===== config.mk =====
export PLATFORM = sky130hd
export DESIGN_NAME = i2f_share_arbiter_flat
export DESIGN_NICKNAME = d
export VERILOG_FILES = /design/src/rtl/i2f_pkg.sv /design/src/rtl/i2f_share_arbiter_if.sv /design/src/rtl/i2f_convert.sv /design/src/rtl/i2f_share_arbiter.sv /design/src/flat_wrapper.sv
export SDC_FILE = /design/constraint.sdc
export NUM_CORES = 1
export LEC_CHECK = 0
export ABC_AREA = 1
export BUFFER_PORTS_ARGS = -buffer_cell sky130_fd_sc_hd__buf_2
export CAP_MARGIN = 10
export CORE_MARGIN = 5
export CORE_UTILIZATION = 54
export DETAILED_ROUTE_END_ITERATION = 10
export GPL_ROUTABILITY_DRIVEN = 1
export PLACE_DENSITY = 0.94
export SYNTH_ARGS = -nofsm -noshare
export SYNTH_HDL_FRONTEND = slang
export SYNTH_HIERARCHICAL = 1
export SYNTH_SLANG_ARGS = --single-unit

===== constraint.sdc =====
create_clock -name clk -period 8.7 [get_ports clk]
set_clock_uncertainty 0.15 [all_clocks]
set_input_delay 0 -clock clk [delete_from_list [all_inputs] [get_ports clk]]
set_output_delay 0 -clock clk [all_outputs]
set_load 0.05 [all_outputs]

===== src/rtl/i2f_pkg.sv =====
// i2f_pkg: shared widths, result struct and slot states for the shared int-to-float converter
package i2f_pkg;
  localparam int INT_W = 11;
  localparam int MAN_W = 4;
  localparam int EXP_W = 3;
  localparam int EXP_MAX = 7;
  typedef struct packed {
    logic [MAN_W-1:0] m;
    logic [EXP_W-1:0] e;
  } i2f_res_t;
  typedef enum logic {EMPTY, FULL} slot_t;
endpackage


===== src/rtl/i2f_share_arbiter_if.sv =====
// i2f_share_arbiter_if: requester valid/ready/data bundle plus the tagged float result handshake
interface i2f_share_arbiter_if #(
  parameter int N_REQ = 4,
  parameter int ID_W = N_REQ > 1 ? $clog2(N_REQ) : 1
) ();
  import i2f_pkg::*;
  logic [N_REQ-1:0] in_valid;
  logic [N_REQ-1:0] in_ready;
  logic [N_REQ*INT_W-1:0] in_data;
  logic out_valid;
  logic out_ready;
  logic [MAN_W-1:0] out_m;
  logic [EXP_W-1:0] out_e;
  logic [ID_W-1:0] out_id;
  modport slave (input in_valid, in_data, out_ready, output in_ready, out_valid, out_m, out_e, out_id);
  modport master (output in_valid, in_data, out_ready, input in_ready, out_valid, out_m, out_e, out_id);
endinterface


===== src/rtl/i2f_convert.sv =====
// i2f_convert: leading-one detect and 4-bit mantissa select (truncating by default).
// Defining I2F_ROUND_EN rounds half-up on the bit below the mantissa, saturating at E=7.
module i2f_convert
  import i2f_pkg::*;
(
  input  logic [INT_W-1:0] b,
  output i2f_res_t         res
);
  logic [3:0] k;
  logic [EXP_W-1:0] sh;
  logic [MAN_W-1:0] t;
  logic big;
`ifdef I2F_ROUND_EN
  logic rb;
  logic [MAN_W:0] sum;
`endif
  always_comb begin
    k = '0;
    for (int i = 0; i < INT_W; i++) k = b[i] ? 4'(i) : k;
    big = |b[INT_W-1:MAN_W];
    sh = EXP_W'(k - 4'd3);
    t = MAN_W'(b >> sh);
`ifdef I2F_ROUND_EN
    rb = 1'(b >> (sh - EXP_W'(1)));
    sum = {1'b0, t} + {{MAN_W{1'b0}}, rb};
    res.m = !big ? b[MAN_W-1:0] : !sum[MAN_W] ? sum[MAN_W-1:0] : sh == EXP_W'(EXP_MAX) ? '1 : MAN_W'(8);
    res.e = !big ? '0 : (sum[MAN_W] && sh != EXP_W'(EXP_MAX)) ? sh + EXP_W'(1) : sh;
`else
    res.m = big ? t : b[MAN_W-1:0];
    res.e = big ? sh : '0;
`endif
  end
endmodule


===== src/rtl/i2f_share_arbiter.sv =====
// i2f_share_arbiter: round-robin sharing of one int-to-float converter behind a single tagged output slot.
// Build with I2F_ROUND_EN for round-half-up mantissas; handshakes and latency are unchanged.
module i2f_share_arbiter
  import i2f_pkg::*;
#(
  parameter int N_REQ = 4,
  parameter int ID_W = N_REQ > 1 ? $clog2(N_REQ) : 1
) (
  input logic clk,
  input logic rst_n,
  i2f_share_arbiter_if.slave bus
);
  slot_t state, state_n;
  logic [ID_W-1:0] rr_ptr, g, id_q;
  logic load;
  i2f_res_t conv, res_q;
  always_comb begin
    g = '0;
    for (int j = N_REQ - 1; j >= 0; j--)
      g = bus.in_valid[(int'(rr_ptr) + j) % N_REQ] ? ID_W'((int'(rr_ptr) + j) % N_REQ) : g;
    load = (state == EMPTY || bus.out_ready) && |bus.in_valid;
    state_n = load ? FULL : bus.out_ready ? EMPTY : state;
    bus.in_ready = load ? N_REQ'(1) << g : '0;
  end
  i2f_convert u_conv (.b(bus.in_data[INT_W*g +: INT_W]), .res(conv));
  always_ff @(posedge clk or negedge rst_n)
    if (!rst_n) begin
      state <= EMPTY;
      rr_ptr <= '0;
      res_q <= '0;
      id_q <= '0;
    end else begin
      state <= state_n;
      if (load) begin
        res_q <= conv;
        id_q <= g;
        rr_ptr <= g == ID_W'(N_REQ - 1) ? '0 : g + ID_W'(1);
      end
    end
  assign bus.out_valid = state == FULL;
  assign bus.out_m = res_q.m;
  assign bus.out_e = res_q.e;
  assign bus.out_id = id_q;
endmodule

===== src/flat_wrapper.sv =====
// flat-port wrapper written by rule: the top's interface ports become plain ports
module i2f_share_arbiter_flat import i2f_pkg::*;
#(
  parameter int N_REQ = 4,
  parameter int ID_W = N_REQ > 1 ? $clog2(N_REQ) : 1
)
  (clk, rst_n, bus_in_valid, bus_in_data, bus_out_ready, bus_in_ready, bus_out_valid, bus_out_m, bus_out_e, bus_out_id);
  i2f_share_arbiter_if #(.N_REQ(N_REQ), .ID_W(ID_W)) bus_i ();
  input logic clk;
  input logic rst_n;
  input wire logic [$bits(bus_i.in_valid)-1:0] bus_in_valid;
  input wire logic [$bits(bus_i.in_data)-1:0] bus_in_data;
  input wire logic [$bits(bus_i.out_ready)-1:0] bus_out_ready;
  output wire logic [$bits(bus_i.in_ready)-1:0] bus_in_ready;
  output wire logic [$bits(bus_i.out_valid)-1:0] bus_out_valid;
  output wire logic [$bits(bus_i.out_m)-1:0] bus_out_m;
  output wire logic [$bits(bus_i.out_e)-1:0] bus_out_e;
  output wire logic [$bits(bus_i.out_id)-1:0] bus_out_id;
  assign bus_i.in_valid = bus_in_valid;
  assign bus_i.in_data = bus_in_data;
  assign bus_i.out_ready = bus_out_ready;
  assign bus_in_ready = bus_i.in_ready;
  assign bus_out_valid = bus_i.out_valid;
  assign bus_out_m = bus_i.out_m;
  assign bus_out_e = bus_i.out_e;
  assign bus_out_id = bus_i.out_id;
  i2f_share_arbiter #(.N_REQ(N_REQ), .ID_W(ID_W)) u_core (.clk(clk), .rst_n(rst_n), .bus(bus_i));
endmodule

Yosys cells after proc, flatten, opt, wreduce, memory -nomap -nowiden
Index checks and enable logic that the tools add are counted.
Widths: inputs -> output; s select.
{"block": "word_totals", "register_bits": 12, "latchBits": 0, "mem_bits_rw": 0, "mem_bits_ro": 0, "output_inout_bits": 14, "word_cells": 62, "n_memories": 0}
{"block": "op_classes", "addsub": 5, "n_mul": 1, "div_mod_pow": 0, "n_lt_le_gt_ge": 4, "eq_ne": 1, "n_shift": 3, "n_mux": 31, "bitwise": 4, "n_reduce_logical": 8}
{"op": "$shiftx 44x7->11", "count": 1}
{"op": "$mux 3", "count": 8}
{"op": "$mux 2", "count": 7}
{"op": "$lt 3x4->1 const B", "count": 3}
{"op": "$shr 11x3->4", "count": 1}
{"op": "$mux 1", "count": 10}
{"op": "$bmux 1 s2", "count": 4}
{"op": "$mux 4", "count": 2}
{"op": "$reduce_or 7->1", "count": 1}
{"op": "$mul 4x2->6 const A", "count": 1}
{"op": "$reduce_or 2->1", "count": 3}
{"op": "$add 2x1->2 const B", "count": 2}
{"op": "$add 2x2->2 const B", "count": 2}
{"op": "$reduce_or 4->1", "count": 1}
{"op": "$shl 1x2->4 const A", "count": 1}
{"op": "$and 1x1->1 const A", "count": 3}
{"op": "$lt 2x3->1 const B", "count": 1}
{"op": "$sub 3x2->3 const B", "count": 1}
{"op": "$eq 2x2->1 const B", "count": 1}
{"op": "$reduce_bool 2->1", "count": 1}
{"op": "$logic_and 1x1->1", "count": 1}
{"op": "$logic_or 1x1->1", "count": 1}
{"op": "$not 1->1", "count": 1}

Logic depth before layout (Yosys ltp)
Gate-level depths: netlist of run 1.
{"block": "logic_depth", "depth_word": 25, "depth_mapped": 33, "mapped_depth_nobuf": 33}

Hierarchy
The synthesis of run 1 kept the hierarchy.
{"module": "i2f_share_arbiter", "instances": 1, "cells_each": 222, "area_each_um2": 1261.2}
{"module": "i2f_convert", "instances": 1, "cells_each": 96, "area_each_um2": 474.2}

Worst setup path before layout of run 1
OpenSTA, ideal clock, no wires.
{"block": "synth_path", "path_kind": "register -> register", "start": "reg u_core.rr_ptr[0]", "end": "reg u_core.res_q (netlist bit u_core/bus.out_m[3])", "t_arrival_ps": 3064, "required_time_ps": 8484, "path_slack_ps": 5421, "path_stages_with_launch": 33, "n_path_buf": 3, "period_less_slack_ps": 3279, "cell_sequence": "dfrtp_1 buf_6 nand2_1 nand2_2 nand2_1 nand2_1 inv_2 nand3_1 nand2_2 nand2_4 buf_6 nand2_1 nand3_1 nand2_1 inv_2 nand2_1 nand2_1 nand2_1 nand2_1 nand2_1 nand2_2 nand2_4 nand2_4 ha_1 inv_1 buf_4 a21oi_1 a21oi_1 nor2_1 nor2_1 a21oi_1 nand2_1 nand2_1"}
{"element": "from (decl)", "line": "i2f_share_arbiter.sv:14", "source": "logic [ID_W-1:0] rr_ptr, g, id_q;"}
{"element": "from (signal assigned)", "line": "i2f_share_arbiter.sv:37", "source": "rr_ptr <= g == ID_W'(N_REQ - 1) ? '0 : g + ID_W'(1);"}
{"element": "to (signal assigned)", "line": "i2f_share_arbiter.sv:35", "source": "res_q <= conv;"}
{"element": "to (decl)", "line": "i2f_share_arbiter.sv:16", "source": "i2f_res_t conv, res_q;"}

==> results.cfg, run 1 <==
[global_routing]
grt_pass1_vias = 2059
antenna_found_initial = 0
grt_first_pass_wirelength_um = 8580
grt_max_degree = 26
grt_overflow_total = 0
track_usage_pct = 23.9

[setup_path]
crit_path_max_fanout = 25
reg2reg_to = u_core/bus.out_m[3]
rrSetupSlack_ps = 4370
required_ps = 8750
rr_worst_depth = 30
worstSetupPathType = flop to flop
endpoint_kind = flop
rr_startpoint = u_core/rr_ptr[0]
crit_slowest_cell = dfrtp_1
critPathMaxStageDelay_ps = 620
start_kind = flop
cp_common_cell = nand2_1
cp.buffers_inverters = 4
arrival_ps = 4380
path_delay_family = simple AND/OR/NAND/NOR gates

[synth]
synth_edf_count = 0
synth.distinct_cells = 27
yosysMostFrequentCell = nand2_1
yosysTopAreaCell = nand2_1
syn_inst = 318
ys_warn_count = 6
synthFlopType = dfrtp_1
yosys-top-cells-area = nand2_1 (28%), dfrtp_1 (17%), nand3_1 (15%), inv_1 (6.9%), nand3b_1 (4.8%)
ys_seq_area_share_pct = 17.3
syn_nets = 370
syn_area_per_cell_sq_um = 5.46
async_flop_share_pct = 100
synth_seq_cells = 12
yosys.area.top_type_share_pct = 28.3
synthTopCellsByCount = nand2_1 (131), nand3_1 (51), inv_1 (32)
syn_area_sq_um = 1740

[cts]
cts_resized = 0
clockBufferDepth = 2
cts_setup_buffers = 0
cts_buffers = 3
cts_tree = yes
postCtsHoldBufs = 5
path_clk_slew_ps = 70
h-tree-depth = 1
insertion_delay_ps = 260
clock_sinks = 12
root_buffer = clkbuf_4

[placed_design]
place_inst = 414
io_buffers = 64
gp_congestion = 0.986
hpwl_um = 3770

[die]
top_level_ports = 65
rows = 20
die_h_um = 66.7
core_area_sq_um = 3080
die_w_um = 66.7
dieArea_sq_um = 4450
initial_core_util_pct = 56.4

[detailed_routing]
first_pass_iters = 5
dr.first_iter.drc_count = 162
wire_per_inst_um = 11.4
drcViolationCount = 0
vias = 2194
viasPerCell = 5.20
wirelength_um = 4800
ant_nets = 0

[sta]
slew_viol_final = 0
fmax_mhz = 231
fin_crit_sh_pct = 49.8
hold_viol_final = 0
tns_ps = 0
rsz0062_at_grt = no
setup_viol = 0
slew_headroom_pct = 33.8
worstMarginPinSlew_ps = 993
period_minus_slack_ps = 4330

[final_layout]
area_delta_synth_final_pct = 20.8
antenna_cells = 0
finalNonFillerCells = 422
nNetsFinal = 432
layout-drive-gt1-share_pct = 25.7

[hold_path]
hold_path_end = u_core/bus.out_m[0]
hold_path.class = primary input to flop
hold-path-cell-count = 9
min_from = bus_in_data[33]

[flow_run]
cap_violations = 0

[outcome]
status = completed
how the worst max path moves through the flow:
stage	startpoint	to	slack [ps]	cells past startpoint
floorplan	u_core/rr_ptr[0]	u_core/bus.out_m[3]	5420	32
global route	u_core/rr_ptr[0]	u_core/bus.out_m[3]	3770	30
detailed placement	u_core/rr_ptr[0]	u_core/bus.out_m[3]	4450	30
global placement	u_core/rr_ptr[0]	u_core/bus.out_m[3]	4560	30
finish	u_core/rr_ptr[0]	u_core/bus.out_m[3]	4370	30
CTS	u_core/rr_ptr[0]	u_core/bus.out_m[3]	4410	30
area by class of cell:
class	instances	area (sq um)
Multi-Input combinational cell	252	1190
Sequential cell	12	300
Fill cell	311	981
Tap cell	44	55.1
Inverter	42	160
Timing Repair Buffer	69	370
Clock buffer	3	22.5
state kept, by name (all words and copies together), names as in the netlist:
register / flops
u_core/bus.out_e: 3
u_core/bus.out_id: 2
u_core/bus.out_valid: 1
u_core/rr_ptr: 2
u_core/bus.out_m: 4
kinds of logic after synthesis:
group	synth area share, %
buffers and inverters	14.2
XOR/XNOR	1.59
flip-flops	17.3
AND/OR/NAND/NOR	61.9
AO/OA/AOI/OAI	4.33
adder cells (fa/ha/maj)	0.721
cells in the final DEF, fill, tap and decap left out, drive strengths merged, types with 2 or more instances in the layout:
| cell type | n |
|---|---|
| o21ai | 4 |
| dlygate4sd3 | 5 |
| nor2 | 25 |
| nand2 | 146 |
| nand3b | 11 |
| clkbuf | 3 |
| dfrtp | 12 |
| buf | 64 |
| inv | 42 |
| a21oi | 5 |
| nand4 | 2 |
| nand3 | 52 |
stage by stage:
step	area, sq um	util, %	hold WS, ps	worst slack (ps)
global route	2100	68.1	236	3770
detailed placement	2020	65.8	-265	4450
global placement	2020	65.8	-267	4560
floorplan	1740	-	-446	5420
CTS	2100	68.1	148	4410
finish	2100	68.1	146	4370
worst min-delay path: cells and delay by family:
kind,cells,cell delay (ps)
buffers and inverters,1,80
AND/OR/NAND/NOR,8,440
layer usage:
metal	part of all wire, %	global-route usage [%]
met1	42	29.5
met2	50	42.9
met3	7.2	2.36
met4	1.6	7.87
met5	0	0
Power of run 1 is not shown: default switching activity piles up to over one toggle a cycle in this logic, so the estimate is an artifact.
==> run 2, diff against run 1 <==
--- a/config.mk
+++ b/config.mk
@@ -5,14 +5,14 @@
 export SDC_FILE = /design/constraint.sdc
 export NUM_CORES = 1
 export LEC_CHECK = 0
-export ABC_AREA = 1
+export ABC_AREA = 0
 export BUFFER_PORTS_ARGS = -buffer_cell sky130_fd_sc_hd__buf_2
 export CAP_MARGIN = 10
 export CORE_MARGIN = 5
-export CORE_UTILIZATION = 54
+export CORE_UTILIZATION = 44
 export DETAILED_ROUTE_END_ITERATION = 10
 export GPL_ROUTABILITY_DRIVEN = 1
-export PLACE_DENSITY = 0.94
+export PLACE_DENSITY = 0.84
 export SYNTH_ARGS = -nofsm -noshare
 export SYNTH_HDL_FRONTEND = slang
 export SYNTH_HIERARCHICAL = 1
==> constraint.sdc (replaced) <==
create_clock -name clk -period 3.9 [get_ports clk]
set_clock_uncertainty 0.15 [all_clocks]
set_input_delay 0 -clock clk [delete_from_list [all_inputs] [get_ports clk]]
set_output_delay 0 -clock clk [all_outputs]
set_load 0.05 [all_outputs]
==> run 2 against run 1 <==
  * Global-route usage fell by 5.8 points
  * Synthesized area is 10% lower
  * Synthesized cell count down 34%
  * Die area rose by 8.8%
  * Critical path depth is 13 lower
==> results.cfg, run 2 <==
[final_layout]
layout.cells.most_common_list = buf_2 (64), nand2_1 (36), buf_4 (18), nor2_1 (17), a21oi_1 (13)
final_common_cell = buf_2
layout-drive-gt1-share_pct = 41.4
antenna_cells = 0
fin_util_pct = 62.8
largest_reg_flops = 4
nNetsFinal = 338
area_delta_synth_final_pct = 36.3

[power_and_ir_drop]
p_switching_mw = 1.07
vdd_drop_max_v = 0.000591
combPwrFrac_pct = 84.7
clockPowerShare_pct = 4.8
p_sw_share_pct = 53.3
internal_power_mw = 0.938
total_power_mw = 2.01
p_leak_nw = 0.969
p_seq_share_pct = 10.5
p_per_area_nw_per_um2 = 943

[synth]
yosys-top-cells-area = dfrtp_1 (19%), nand2_1 (8.7%), a32oi_1 (7.3%), mux2_2 (5.8%), a21oi_1 (4.2%)
synth_edf_count = 0
yosysTopAreaCell = dfrtp_1
yosysMostFrequentCell = nand2_1
syn_nets = 262
syn_area_sq_um = 1560
synthTopCellsByCount = nand2_1 (36), nor2_1 (17), a21oi_1 (13), a32oi_1 (13), dfrtp_1 (12)
synth_seq_cells = 12
syn_inst = 210
async_flop_share_pct = 100
ys_seq_area_share_pct = 19.2
yosys.area.top_type_share_pct = 19.2
synthFlopType = dfrtp_1
ys_warn_count = 6
synth.distinct_cells = 56
syn_area_per_cell_sq_um = 7.44

[cts]
root_buffer = clkbuf_4
path_clk_slew_ps = 70
clock_sinks = 12
clockBufferDepth = 2
h-tree-depth = 1
cts_buffers = 3
cts_tree = yes
insertion_delay_ps = 270

[setup_path]
endpoint_kind = flop
cp_common_cell = buf_4
crit_chain = nand2b_1 -> o2bb2ai_1 -> o22a_1 -> buf_6 -> buf_4 -> a32oi_1 -> buf_4 -> nor3_1 -> nor3_1 -> o31ai_2 -> ha_4 -> buf_4 -> inv_1 -> a22oi_1 -> o211ai_1 -> nand4_1 -> mux2_2
critPathMaxStageDelay_ps = 420
required_ps = 3910
path_delay_family = compound AO/OA/AOI/OAI gates
worstSetupPathType = flop to flop
crit_slowest_cell = dfrtp_1
crit_path_max_fanout = 15
cp.buffers_inverters = 5
start_kind = flop
arrival_ps = 3760

[sta]
setup_viol = 0
tns_ps = 0
slew_headroom_pct = 50.7
whs_ps = 291
slew_viol_final = 0
fin_crit_sh_pct = 96.2
worstMarginPinSlew_ps = 739
fmax_mhz = 266
hold_viol_final = 0
period_minus_slack_ps = 3750

[outcome]
status = completed

[global_routing]
grt_pass1_vias = 1757
track_usage_pct = 18.1
grt_max_degree = 26
grt_overflow_total = 0
grt_first_pass_wirelength_um = 7600
antenna_found_initial = 0

[die]
die_w_um = 69.6
rows = 21
die_h_um = 69.6
dieArea_sq_um = 4840
core_area_sq_um = 3390
top_level_ports = 65
initial_core_util_pct = 46.1

[placed_design]
gp_congestion = 0.998
io_buffers = 64
hpwl_um = 3590

[detailed_routing]
wire_per_inst_um = 14.6
ant_nets = 0
drcViolationCount = 0
wirelength_um = 4840
dr.first_iter.drc_count = 129
first_pass_iters = 5
vias = 1949
viasPerCell = 5.89

[flow_run]
cap_violations = 0

[hold_path]
hold_path.class = primary input to flop
-- run 2: changes by cell type after synthesis, sizes merged, moves of 4 or more --
cell    change
nor2b       +5
buf         +7
nand3      -47
inv        -33
mux2        +8
nand2     -107
a21oi      +10
mux2i       +4
nor3        +4
a32oi      +13
nand2b      +7
nor2        -7
nand3b     -11
-- run 2: logic make-up after synthesis --
family | synth area share, %
and+or+nand+nor | 29.2
muxes | 8.33
AOI/OAI and AO/OA | 30.4
buffers and inverters | 11.5
xor gates and xnor gates | 0.561
adders and majority gates | 0.801
DFF | 19.2
-- run 2: area by class of cell --
class | instances | area [sq um]
clock buffer | 4 | 36.3
sequential | 12 | 300
multi-input combinational | 172 | 1170
inverter | 9 | 33.8
fill | 279 | 1260
tap | 46 | 57.6
timing repair buffer | 88 | 527
-- run 2: timing repair --
action                                 CTS  global route
gates resized for setup                  0            12
setup endpoints to repair                0             4
hold buffers                             4             0
buffers inserted                         0             4
endpoints found under the hold margin   13             0
-- run 2: worst register-to-register path: cells and delay by family, from the launching register on --
kind	cells	cell delay [ps]
buf+inv	5	810
simple gates	4	620
mux	1	280
flops	1	420
fa+ha+maj	1	260
compound gates	6	1110
-- run 2: worst paths after layout --
path	startpoint	end	slack (ps)	cells after the start
setup / recovery	u_core/rr_ptr[1]	u_core/bus.out_m[0]	150	17
hold / removal	bus_in_data[1]	u_core/bus.out_m[0]	290	6
setup reg to reg	u_core/rr_ptr[1]	u_core/bus.out_m[0]	150	17
hold reg to reg	u_core/bus.out_m[0]	u_core/bus.out_m[0]	370	1
max in group asynchronous	rst_n	u_core/bus.out_e[0]	2680	3
min in group asynchronous	rst_n	u_core/bus.out_id[0]	590	3
-- run 2: power by group through the flow --
stage               Sequential (mW)  Combinational (mW)  Clock [mW]
finish                        0.210                1.70      0.0963
global route                  0.220                1.84       0.107
CTS                           0.211                1.55       0.102
detailed placement            0.213                1.54           0
global placement              0.209                1.52           0
floorplan                     0.359                1.06           0
-- run 2: layer usage --
layer	track usage, %	part of all wire, %	vias up
li1	-	-	931
met1	22.5	41	914
met2	31.7	49	98
met3	3.19	9.2	6
met4	5.42	1.0	0
met5	0	0	-
-- run 2: stage by stage --
stage | instance area, sq um | instances | worst slack [ps]
2_1_floorplan | 1570 | 210 | 24.3
3_3_place_gp | 1940 | 317 | 231
3_5_place_dp | 1940 | 317 | 67.2
4_1_cts | 2010 | 325 | 34.4
5_1_grt | 2130 | 331 | -12.6
6_report | 2130 | 331 | 148
Note: power is estimated with default switching activity, not from simulation.
